$ cat config.mk
export PLATFORM = sky130hd
export DESIGN_NAME = output_frame_scheduler
export DESIGN_NICKNAME = d
export VERILOG_FILES = /design/src/rtl/stream_ctrl_pkg.sv /design/src/rtl/dilithium_output_size.sv /design/src/rtl/output_frame_scheduler.sv
export SDC_FILE = /design/constraint.sdc
export NUM_CORES = 1
export LEC_CHECK = 0
export CAP_MARGIN = 20
export CELL_PAD_IN_SITES_DETAIL_PLACEMENT = 2
export CELL_PAD_IN_SITES_GLOBAL_PLACEMENT = 2
export CORE_MARGIN = 3
export CORE_UTILIZATION = 22
export DETAILED_ROUTE_END_ITERATION = 10
export PLACE_DENSITY = 0.89
export SLEW_MARGIN = 20
export SYNTH_ARGS = -nofsm -noshare
export SYNTH_HDL_FRONTEND = slang
export SYNTH_SLANG_ARGS = --single-unit
$ cat constraint.sdc
create_clock -name clk -period 6.9 [get_ports clk]
set_input_delay 2.07 -clock clk [delete_from_list [all_inputs] [get_ports clk]]
set_output_delay 2.07 -clock clk [all_outputs]
set_load 0.1 [all_outputs]
$ cat src/rtl/stream_ctrl_pkg.sv
// Shared types and constants for the Dilithium output stream controllers.
`default_nettype none

package stream_ctrl_pkg;

  typedef enum logic [1:0] {
    ST_IDLE    = 2'd0,
    ST_HEADER  = 2'd1,
    ST_PAYLOAD = 2'd2,
    ST_TRAILER = 2'd3
  } state_t;

  localparam logic [7:0] HDR_MAGIC = 8'hD1;
  localparam logic [7:0] TRL_MAGIC = 8'hE0;

  localparam int FLAG_TIMEOUT      = 16;
  localparam int FLAG_EARLY_LAST   = 17;
  localparam int FLAG_MISSING_LAST = 18;
  localparam int FLAG_BAD_MODE     = 19;

  localparam logic [9:0] LEN_M0_L2 = 10'd480;
  localparam logic [9:0] LEN_M0_L3 = 10'd744;
  localparam logic [9:0] LEN_M0_L5 = 10'd932;
  localparam logic [9:0] LEN_M1    = 10'd1;
  localparam logic [9:0] LEN_M2_L2 = 10'd303;
  localparam logic [9:0] LEN_M2_L3 = 10'd412;
  localparam logic [9:0] LEN_M2_L5 = 10'd575;

endpackage

`default_nettype wire

$ cat src/rtl/dilithium_output_size.sv
// Combinational lookup of the result length in words for a (mode, sec_lvl) pair.
`default_nettype none

module dilithium_output_size
  import stream_ctrl_pkg::*;
(
  input  logic [1:0] mode,
  input  logic [2:0] sec_lvl,
  output logic [9:0] len,
  output logic       bad_mode
);

  always_comb begin
    len      = 10'd0;
    bad_mode = 1'b0;
    case (mode)
      2'd0: begin
        case (sec_lvl)
          3'd2:    len = LEN_M0_L2;
          3'd3:    len = LEN_M0_L3;
          default: len = LEN_M0_L5;
        endcase
      end
      2'd1: len = LEN_M1;
      2'd2: begin
        case (sec_lvl)
          3'd2:    len = LEN_M2_L2;
          3'd3:    len = LEN_M2_L3;
          default: len = LEN_M2_L5;
        endcase
      end
      default: bad_mode = 1'b1;
    endcase
  end

endmodule

`default_nettype wire

$ cat src/rtl/output_frame_scheduler.sv
// Frames one Dilithium result as header, pass-through payload and status trailer,
// policing the upstream stream for stalls and length mismatches.
`default_nettype none

module output_frame_scheduler
  import stream_ctrl_pkg::*;
#(
  parameter int w       = 64,
  parameter int TIMEOUT = 4096
) (
  input  logic         clk,
  input  logic         rst,
  input  logic         start,
  input  logic [1:0]   mode,
  input  logic [2:0]   sec_lvl,
  output logic         busy,
  output logic         done,
  output logic         error,
  input  logic         src_valid,
  output logic         src_ready,
  input  logic [w-1:0] src_data,
  input  logic         src_last,
  output logic         valid_o,
  input  logic         ready_o,
  output logic [w-1:0] data_o,
  output logic         last
);

  localparam int IDLE_W = (TIMEOUT > 1) ? $clog2(TIMEOUT) : 1;

  state_t state, state_next;

  logic [1:0]        mode_q;
  logic [2:0]        sec_q;
  logic [9:0]        exp_len;
  logic [9:0]        cnt;
  logic [IDLE_W-1:0] idle_cnt;
  logic              flag_timeout;
  logic              flag_early_last;
  logic              flag_missing_last;
  logic              flag_bad_mode;
  logic              done_q;

  logic [9:0] size_len;
  logic       size_bad;

  dilithium_output_size u_size (
    .mode     (mode),
    .sec_lvl  (sec_lvl),
    .len      (size_len),
    .bad_mode (size_bad)
  );

  logic [9:0] last_idx;
  logic       beat;
  logic       at_end;
  logic       idle_expire;

  // exp_len is never 0 while in PAYLOAD, so last_idx cannot underflow there.
  assign last_idx    = exp_len - 10'd1;
  assign beat        = (state == ST_PAYLOAD) && src_valid && ready_o;
  assign at_end      = (cnt == last_idx);
  assign idle_expire = (state == ST_PAYLOAD) && !beat
                       && (idle_cnt == IDLE_W'(TIMEOUT - 1));

  assign busy  = (state != ST_IDLE);
  assign done  = done_q;
  assign error = flag_timeout | flag_early_last | flag_missing_last | flag_bad_mode;

  always_ff @(posedge clk) begin
    if (rst) state <= ST_IDLE;
    else     state <= state_next;
  end

  always_comb begin
    state_next = state;
    valid_o    = 1'b0;
    src_ready  = 1'b0;
    data_o     = '0;
    last       = 1'b0;
    case (state)
      ST_IDLE: begin
        if (start) state_next = ST_HEADER;
      end
      ST_HEADER: begin
        valid_o            = 1'b1;
        data_o[w-1 -: 8]   = HDR_MAGIC;
        data_o[15:13]      = sec_q;
        data_o[12:11]      = mode_q;
        data_o[9:0]        = exp_len;
        if (ready_o) state_next = flag_bad_mode ? ST_TRAILER : ST_PAYLOAD;
      end
      ST_PAYLOAD: begin
        valid_o   = src_valid;
        src_ready = ready_o;
        data_o    = src_data;
        if ((beat && (at_end || src_last)) || idle_expire) state_next = ST_TRAILER;
      end
      ST_TRAILER: begin
        valid_o                   = 1'b1;
        last                      = 1'b1;
        data_o[w-1 -: 8]          = TRL_MAGIC;
        data_o[9:0]               = cnt;
        data_o[FLAG_TIMEOUT]      = flag_timeout;
        data_o[FLAG_EARLY_LAST]   = flag_early_last;
        data_o[FLAG_MISSING_LAST] = flag_missing_last;
        data_o[FLAG_BAD_MODE]     = flag_bad_mode;
        if (ready_o) state_next = ST_IDLE;
      end
      default: state_next = ST_IDLE;
    endcase
  end

  always_ff @(posedge clk) begin
    if (rst) begin
      mode_q            <= 2'd0;
      sec_q             <= 3'd0;
      exp_len           <= 10'd0;
      cnt               <= 10'd0;
      idle_cnt          <= '0;
      flag_timeout      <= 1'b0;
      flag_early_last   <= 1'b0;
      flag_missing_last <= 1'b0;
      flag_bad_mode     <= 1'b0;
      done_q            <= 1'b0;
    end else begin
      done_q <= (state == ST_TRAILER) && ready_o;
      if (state == ST_IDLE && start) begin
        mode_q            <= mode;
        sec_q             <= sec_lvl;
        exp_len           <= size_len;
        flag_bad_mode     <= size_bad;
        cnt               <= 10'd0;
        idle_cnt          <= '0;
        flag_timeout      <= 1'b0;
        flag_early_last   <= 1'b0;
        flag_missing_last <= 1'b0;
      end else if (state == ST_PAYLOAD) begin
        // A beat always wins over an expiring idle counter.
        if (beat) begin
          cnt      <= cnt + 10'd1;
          idle_cnt <= '0;
          if (at_end && !src_last)  flag_missing_last <= 1'b1;
          if (!at_end && src_last)  flag_early_last   <= 1'b1;
        end else if (idle_expire) begin
          flag_timeout <= 1'b1;
        end else begin
          idle_cnt <= idle_cnt + IDLE_W'(1);
        end
      end
    end
  end

endmodule

`default_nettype wire

# Word-level counts from Yosys, hierarchy flattened
# Cells that the tools add are included.
# classes
addsub	3
n_eq_ne	14
n_mux	21
bitwise	4
reduce_logical	26
# ops
operator	count
$pmux 10 s3	2
$pmux 10 s2	2
$mux 36	1
$mux 12	2
$pmux 8 s3	1
$add 12x1->12 const B	1
$eq 12x12->1 const B	1
$add 10x1->10 const B	1
$eq 10x10->1	1
$pmux 5 s2	1
$sub 10x1->10 const B	1
$logic_and 1x1->1	9
$reduce_and 3->1	3
$mux 2	4
$ne 2x2->1 const B	4
$pmux 2 s4	1
$pmux 4 s2	1
$eq 2x2->1 const B	3
$eq 3x2->1 const B	2
$mux 1	5
$eq 2x1->1 const B	2
$logic_not 2->1	2
$reduce_and 2->1	2
$reduce_and 4->1	1
9 further kinds	15
# word_totals
ff_bits	44
wordCells	79

# Depth between registers and ports, before layout
# Gate-level depths: netlist of the first run.
# depth
depth_word	9
mapped_depth	10
ltp_nobuf	9

# By module
# Synthesis of the first run repeated with hierarchy kept, for this count alone.
# hier_totals
hier_cells	390
area_unflattened_um2	2961.6
# modules_own_cells
mod	instances	cells_each	area_each_um2	seq_area_each_um2
output_frame_scheduler	1	367	2827.7	880.8
dilithium_output_size	1	23	133.9	0.0

# Worst setup path before layout of the first run
# Ideal clock, no wire load.
# synth_timing
path_kind	input to output
start	in src_data[62]
end	out data_o[62]
t_arrival_ps	3611
required_ps	4830
slack_ps	1219
cell_stages	2
path_cell_list	nand2_1 > a21oi_1
# synth_via
elab_chain_cells	1
# synth_lines
element	line	text
start, declared	output_frame_scheduler.sv:21	input logic [w-1:0] src_data,
$pmux 8 s3	output_frame_scheduler.sv:81	case (state)
end, declared	output_frame_scheduler.sv:25	output logic [w-1:0] data_o,
# Every way passes these cells.

# Final worst setup path of the first run
# layout_timing
start	in src_data[2]
end	out data_o[2]
# layout_via
elab_chain_cells	1
# layout_lines
element	line
$pmux 10 s3	output_frame_scheduler.sv:81
# Every way passes these cells.

==> impl_metrics.ini, run 1 <==
[pwr]
power.density_nw_per_um2 = 399.0
max-vdd-ir-drop_v = 0.0002183
power.total_mw = 1.738
p_leak_nw = 1.739

[sta]
finalMaxSlewViolations = 0
hold_viol_final = 0
layout_min_cycle_time_ns = 5.259
worst_slack_ns = 1.641
tightest_slew_ns = 0.9984
tns_ns = 0
setup_viol = 0
finalClockSkew_ns = 0.003788
fmax_mhz = 190.1
period_share = 0.7622
slew_headroom = 0.3323
rsz0062_at_grt = false

[final_layout]
drive_above_1_share = 0.1593
multi_input_area_um2 = 1817
fillers = 1452
diodes = 0
area_delta_synth_final_pct = 56.56
fin_nets = 578
seq_area_um2 = 880.8

[cts]
ctsHoldBuffers = 0
htreeDepth = 2
insertion_delay_ns = 0.28
clkSlewWorstSetupHoldPaths_ns = 0.06
cts_setup_buffers = 0
cts_made_buffers = 5
cts_tree = yes
clock_sinks = 44
cts_buffer_depth = 2
ctsResizeCount = 0
cts_root_buffer = clkbuf_16

[die]
core_um2 = 12210
io_pins = 145
die_height_um = 118.5
initial_core_util = 0.2279
die_w_um = 118.5
core.rowCount = 40
dieArea_um2 = 14030

[drt]
first_pass_iters = 5
drt-initial-drc-count = 159
wire_per_inst_um = 18.59
vias_per_cell = 4.794
num_vias = 3183
routed_wl_um = 12340
drc = 0
final_antenna_net_count = 0

[worst_setup_path]
required_ns = 4.83
setup.worst_path.start = src_data[2]
crit_arrival_ns = 3.19
crit_fanout = 1
slowest_stage = clkdlybuf4s50_1
critPathKind = in -> out
r2r_cells = 8
start_kind = input pin
rr_startpoint = state[0]
end_kind = output port
crit_path_cell_trace = clkdlybuf4s50_1 -> a222oi_1 -> nor2_1 -> buf_4
crit_path_max_incr_delay_ns = 0.40

[grt]
grt_max_degree = 69
antenna_found_initial = 0
grt_pass1_wl_um = 19670
grt_pass1_vias = 3527
track_usage = 0.1745
grt_overflow_total = 0

[hold_path]
hp-class = reg -> reg
whs_path_depth = 2
worstHoldStart = mode_q[0]

[logic_synthesis]
synth_top_cell_by_area = dfxtp_1
synthTopCellsByArea = dfxtp_1 32%, and2_1 9.7%, xor2_1 6.3%
synth_area_per_cell_um2 = 7.666
ys_seq_area_frac = 0.3165
synth-seq-cells = 44
async_flop_share = 0
netlist_area_um2 = 2783
syn-num-nets = 446
synth_cells = 363
synth.distinct_cells = 41
synth-edff-count = 0
yosys_warnings = 0
synth_ff_type = dfxtp_1
synth_top_cell_area_share = 0.3165

[placed_design]
globalplace.congestion = 0.8542
port_buffers = 144
pre_cts_slack_ns = 1.639
dpl.hpwl_um = 9789

[run]
drv_cap = 0

[outcome]
status = completed
-- report_power, final --
part           total, mW  leakage (nW)  switching [mW]  internal (mW)
logic               1.19          1.31           0.912          0.276
registers          0.308         0.357          0.0331          0.275
clock network      0.243        0.0712          0.0979          0.145
-- final cells by class --
| class | count | area share |
|---|---|---|
| multi-input combinational | 293 | 0.4170 |
| inverter | 7 | 0.006031 |
| timing repair buffer | 144 | 0.2929 |
| clock buffer | 8 | 0.03360 |
| tap | 168 | 0.04825 |
| sequential | 44 | 0.2022 |
-- flip-flops by register name (all words and copies together) (netlist names) --
name,flops
cnt,10
done,1
exp_len,10
flag_bad_mode,1
flag_early_last,1
flag_missing_last,1
flag_timeout,1
idle_cnt,12
mode_q,2
sec_q,3
state,2
-- worst max-delay path: cells and delay by family --
| kind | cells | cell delay [ns] |
|---|---|---|
| buf+inv | 2 | 0.66 |
| compound gates | 1 | 0.36 |
| simple gates | 1 | 0.09 |
-- logic make-up (layout without fill, tap and decap cells) --
| group | Yosys count | in the layout | share of synthesized area |
|---|---|---|---|
| simple gates | 185 | 185 | 0.3417 |
| fa+ha+maj | 8 | 8 | 0.03597 |
| xor+xnor | 30 | 30 | 0.09442 |
| mux | 1 | 1 | 0.003597 |
| flops | 44 | 44 | 0.3165 |
| compound gates | 69 | 69 | 0.1727 |
| buf+inv | 26 | 159 | 0.03507 |
-- layer usage --
layer | wire length, µm | track usage | share of wire | vias up
met3 | 308 | 0.02727 | 0.025 | 6
met1 | 4927 | 0.2005 | 0.40 | 1607
met2 | 7013 | 0.3362 | 0.57 | 50
met4 | 93 | 0.03983 | 0.0075 | 0
met5 | 0 | 0 | 0 | -
li1 | - | - | - | 1520
-- synthesized netlist by cell type (all sizes together), types with 2 or more instances --
| cell type | number |
|---|---|
| a211oi | 4 |
| a21oi | 22 |
| a222oi | 10 |
| a22o | 6 |
| a22oi | 5 |
| and2 | 43 |
| and3 | 6 |
| and4 | 2 |
| clkbuf | 18 |
| dfxtp | 44 |
| ha | 8 |
| inv | 7 |
| nand2 | 39 |
| nand2b | 3 |
| nand3 | 17 |
| nand4 | 5 |
| nor2 | 46 |
| nor2b | 9 |
| nor3 | 3 |
| nor3b | 2 |
| nor4 | 2 |
| o21a | 2 |
| o21ai | 8 |
| o22ai | 4 |
| o31a | 3 |
| or3 | 5 |
| xnor2 | 10 |
| xor2 | 20 |
-- stage by stage --
stage	cells	util	instance area (µm²)	hold WS, ns
final	664	0.3568	4357	0.4731
after CTS	664	0.3559	4347	0.4738
after global placement	656	0.3440	4200	0.4538
after global routing	664	0.3568	4357	0.4945
after detailed placement	656	0.3440	4200	0.4648
after floorplan	363	-	2783	0.4355
-- path summary, 6_finish.rpt --
path                                  end  slack [ns]
worst max-delay path            data_o[2]        1.64
worst max register to register   state[1]        4.01
worst min register to register  mode_q[0]        0.47
worst min-delay path            mode_q[0]        0.47
-- placed cells by master, fill, tap and decap left out, types with 6 or more instances in the layout --
cell type and count:
clkdlybuf4s50_1 78, buf_4 66, nor2_1 45, dfxtp_1 44, and2_1 43, nand2_1 39
a21oi_1 22, xor2_1 20, nand3_1 17, a222oi_1 10, xnor2_1 10, nor2b_1 9
o21ai_0 8, inv_1 7, ha_1 7, a22o_1 6, and3_1 6
Power figures use the tool's default switching activity.
==> inputs of run 2 (changes only) <==
Settings changed: CORE_UTILIZATION 22 to 21, PLACE_DENSITY 0.89 to 0.85.
Clock period 6.9 ns to 5.1 ns, I/O delays scaled along.
==> impl_metrics.ini, run 2 (synthesis results as in run 1) <==
[sta]
worst_slack_ns = 0.9103
setup_viol = 0
hold_slack_ns = 0.4690
tightest_slew_ns = 1.016
slew_headroom = 0.3209
period_share = 0.8215
hold_viol_final = 0
finalClockSkew_ns = 0.005622
layout_min_cycle_time_ns = 4.190
tns_ns = 0
finalMaxSlewViolations = 0
rsz0062_at_grt = false
fmax_mhz = 238.7

[die]
dieArea_um2 = 14670
die_height_um = 121.1
die_w_um = 121.1
initial_core_util = 0.2178
core_um2 = 12770
io_pins = 145
core.rowCount = 41

[placed_design]
port_buffers = 144
globalplace.congestion = 0.8371
dpl.hpwl_um = 9594
pre_cts_slack_ns = 0.8850
dp.cells = 661

[final_layout]
drive_above_1_share = 0.1633
largest_reg_flops = 12
top_regs = idle_cnt: 12 flops, cnt: 10 flops, exp_len: 10 flops
layout_common_cells = 77 x clkdlybuf4s50_1, 68 x buf_4, 45 x nor2_1
area_delta_synth_final_pct = 56.47
regMostFlops = idle_cnt
seq_area_um2 = 880.8
fillers = 1479
diodes = 0
layout_commonest_cell = clkdlybuf4s50_1
multi_input_area_um2 = 1817
final_cell_count_no_fill = 668
fin_nets = 579

[worst_setup_path]
worst-path-buf-inv = 2
crit_fanout = 1
end_kind = output port
crit_arrival_ns = 2.66
r2r-end = flag_missing_last
crit_path_cell_trace = clkdlybuf4s50_1 -> a222oi_1 -> nor2_1 -> buf_4
r2r_cells = 9
required_ns = 3.57
setup.worst_path.start = src_data[8]
crit_path_max_incr_delay_ns = 0.44
rr_startpoint = exp_len[0]
cp_top_family = buffers and inverters
reg2reg_slack_ns = 2.33
start_kind = input pin
slowest_stage = clkdlybuf4s50_1
cp_num_cells = 4
critPathKind = in -> out
critPathCapture = data_o[8]

[cts]
cts_setup_buffers = 0
insertion_delay_ns = 0.29
ctsHoldBuffers = 0
cts_root_buffer = clkbuf_16
cts_made_buffers = 5
clock_sinks = 44
ctsResizeCount = 0
cts_buffer_depth = 2
htreeDepth = 2
cts_tree = yes
clkSlewWorstSetupHoldPaths_ns = 0.06

[drt]
num_vias = 3186
drt-initial-drc-count = 161
first_pass_iters = 6
wire_per_inst_um = 18.27
vias_per_cell = 4.769
final_antenna_net_count = 0
routed_wl_um = 12210
drc = 0

[grt]
antenna_found_initial = 0
grt_pass1_vias = 3452
grt_overflow_total = 0
grt_max_degree = 69
track_usage = 0.1649
grt_pass1_wl_um = 19260

[pwr]
power.density_nw_per_um2 = 536.8
power.total_mw = 2.338
p_leak_nw = 1.741
max-vdd-ir-drop_v = 0.0002804

[run]
drv_cap = 0

[outcome]
status = completed

[hold_path]
hp-class = reg -> reg
run 2: power by group:
group | total [mW] | internal, mW | switching [mW]
clock | 0.307 | 0.178 | 0.129
sequential | 0.417 | 0.373 | 0.0439
combinational | 1.61 | 0.374 | 1.24
total | 2.34 | 0.924 | 1.41
run 2: per-stage QoR:
step	instance area [µm²]	utilization
2_1_floorplan	2783	-
3_3_place_gp	4210	0.3296
3_5_place_dp	4210	0.3296
4_1_cts	4344	0.3401
5_1_grt	4354	0.3409
6_report	4354	0.3409
run 2: cell type report:
cell class                      count  area share
Timing Repair Buffer              145      0.2943
Tap cell                          172     0.04943
Clock buffer                        6     0.02960
Sequential cell                    44      0.2023
Multi-Input combinational cell    293      0.4172
Clock inverter                      1    0.001149
Inverter                            7    0.006034
run 2: worst min path at each step:
stage	from	end	slack (ns)	cells past startpoint
final	sec_q[2]	sec_q[2]	0.47	2
after global routing	sec_q[0]	sec_q[0]	0.50	2
after CTS	sec_q[2]	sec_q[2]	0.47	2
after detailed placement	sec_q[2]	sec_q[2]	0.46	2
after global placement	sec_q[1]	sec_q[1]	0.45	2
after floorplan	flag_missing_last	flag_missing_last	0.44	2
run 2: metal layers:
metal / global-route usage / share of wire / wire length (µm)
met1: 0.1949 / 0.41 / 4970
met2: 0.3185 / 0.56 / 6823
met3: 0.02517 / 0.027 / 329
met4: 0.02125 / 0.0067 / 82
met5: 0 / 0 / 0
run 2: tightest hold or removal path, delay by kind of cell, from the launching register on:
family           cells  cell delay (ns)
AO/OA/AOI/OAI        1             0.05
AND/OR/NAND/NOR      1             0.06
flip-flops           1             0.31
==> inputs of run 3 (changes only) <==
Settings changed: CORE_UTILIZATION 21 to 19, PLACE_DENSITY 0.85 to 0.82.
Clock period 5.1 ns to 3.6 ns, I/O delays scaled along.
==> impl_metrics.ini, run 3 (synthesis results as in run 1) <==
[sta]
hold_slack_ns = 0.4737
tightest_slew_ns = 0.6600
finalClockSkew_ns = 0.009589
fmax_mhz = 299.6
setup_viol = 0
hold_viol_final = 0
slew_headroom = 0.5600
finalMaxSlewViolations = 0
period_share = 0.9271
worst_slack_ns = 0.2624
layout_min_cycle_time_ns = 3.338
rsz0062_at_grt = false

[grt]
antenna_found_initial = 0
grt_max_degree = 35
grt_pass1_vias = 3636
grt_pass1_wl_um = 20240
grt_overflow_total = 0
track_usage = 0.1566

[worst_setup_path]
r2r-end = state[0]
r2r_cells = 9
rr_startpoint = exp_len[0]
crit_fanout = 34
required_ns = 2.52
reg2reg_slack_ns = 0.90
end_kind = output port
critPathKind = reg -> out
start_kind = flip-flop
crit_arrival_ns = 2.26

[cts]
insertion_delay_ns = 0.29
cts_made_buffers = 5
clock_sinks = 44
cts_buffer_depth = 2
cts_tree = yes
ctsResizeCount = 0
cts_root_buffer = clkbuf_16
ctsHoldBuffers = 0
cts_setup_buffers = 0
clkSlewWorstSetupHoldPaths_ns = 0.07
htreeDepth = 2

[final_layout]
final_cell_count_no_fill = 683
final_util = 0.3757
largest_reg_flops = 12
layout_common_cells = 74 x clkdlybuf4s50_1, 66 x buf_12, 44 x dfxtp_1
fin_nets = 585
top_regs = idle_cnt: 12 flops, cnt: 10 flops, exp_len: 10 flops
diodes = 0
area_delta_synth_final_pct = 90.33
layout_commonest_cell = clkdlybuf4s50_1
regMostFlops = idle_cnt
drive_above_1_share = 0.2107

[die]
core.rowCount = 43
io_pins = 145
die_w_um = 127.0
core_um2 = 14100
dieArea_um2 = 16130
die_height_um = 127.0
initial_core_util = 0.1974

[hold_path]
holdPathEnd = flag_missing_last
worstHoldStart = flag_missing_last
hp-class = reg -> reg
whs_path_depth = 2

[pwr]
max-vdd-ir-drop_v = 0.0003192
power.total_mw = 3.942
power.density_nw_per_um2 = 744.3
p_leak_nw = 1.974

[drt]
vias_per_cell = 4.672
first_pass_iters = 7
num_vias = 3191
drt-initial-drc-count = 127
wire_per_inst_um = 18.64
routed_wl_um = 12730
final_antenna_net_count = 0
drc = 0

[outcome]
status = completed

[placed_design]
dp.cells = 675
port_buffers = 144
dpl.hpwl_um = 10410
pre_cts_slack_ns = 0.2970
globalplace.congestion = 0.8183

[run]
drv_cap = 0
## run 3: cell count changes in the layout (fill, tap and decap cells not counted)
cell and delta:
a21oi_2 +2, a21oi_4 +1, ha_2 +2, nor2_1 -11
a21oi_1 -3, buf_4 -57, bufinv_16 +1, ha_4 -1
nor2_2 +11, ha_1 -1, buf_12 +66, clkdlybuf4s50_1 -3
## run 3: routing by layer
layer	vias to the layer above	global-route usage	wire length, µm
li1	1537	-	-
met1	1580	0.1762	4895
met2	62	0.3151	7329
met3	12	0.02090	325
met4	0	0.02397	184
met5	-	0	0
## run 3: worst max-delay path by stage
stage               slack (ns)         end        start
detailed placement        0.30   data_o[8]  src_data[8]
global route              0.05  data_o[62]     state[0]
floorplan                -0.08  data_o[62]     state[1]
CTS                       0.23  data_o[63]     state[0]
global placement          0.29   data_o[8]  src_data[8]
finish                    0.26  data_o[63]     state[0]
## run 3: worst max-delay path, cell delays in order, from the launching register on
cell and delay, ns:
dfxtp_1 0.36, inv_1 0.18, ha_2 0.57, buf_4 0.32, nand2_1 0.14, a21oi_4 0.19, buf_12 0.19
## run 3: final cells by class
type	instances	area (µm²)
fillers	1546	8800
repair buffers	151	2145
multi-input cells	293	1856
flip-flops and latches	44	880.8
well taps	180	225.2
clock buffers	6	128.9
clock inverters	2	35.03
inverters	7	26.28
## run 3: metrics by stage
step           TNS (ns)  cell area (µm²)
3_5_place_dp          0             5132
3_3_place_gp          0             5132
4_1_cts               0             5296
5_1_grt               0             5296
6_report              0             5296
2_1_floorplan  -0.07975             2831
## run 3: where the power goes
part	leakage (nW)	internal (mW)	total (mW)	switching, mW
sequential	0.357	0.528	0.591	0.0632
clock	0.0808	0.327	0.525	0.198
combinational	1.54	0.933	2.83	1.89
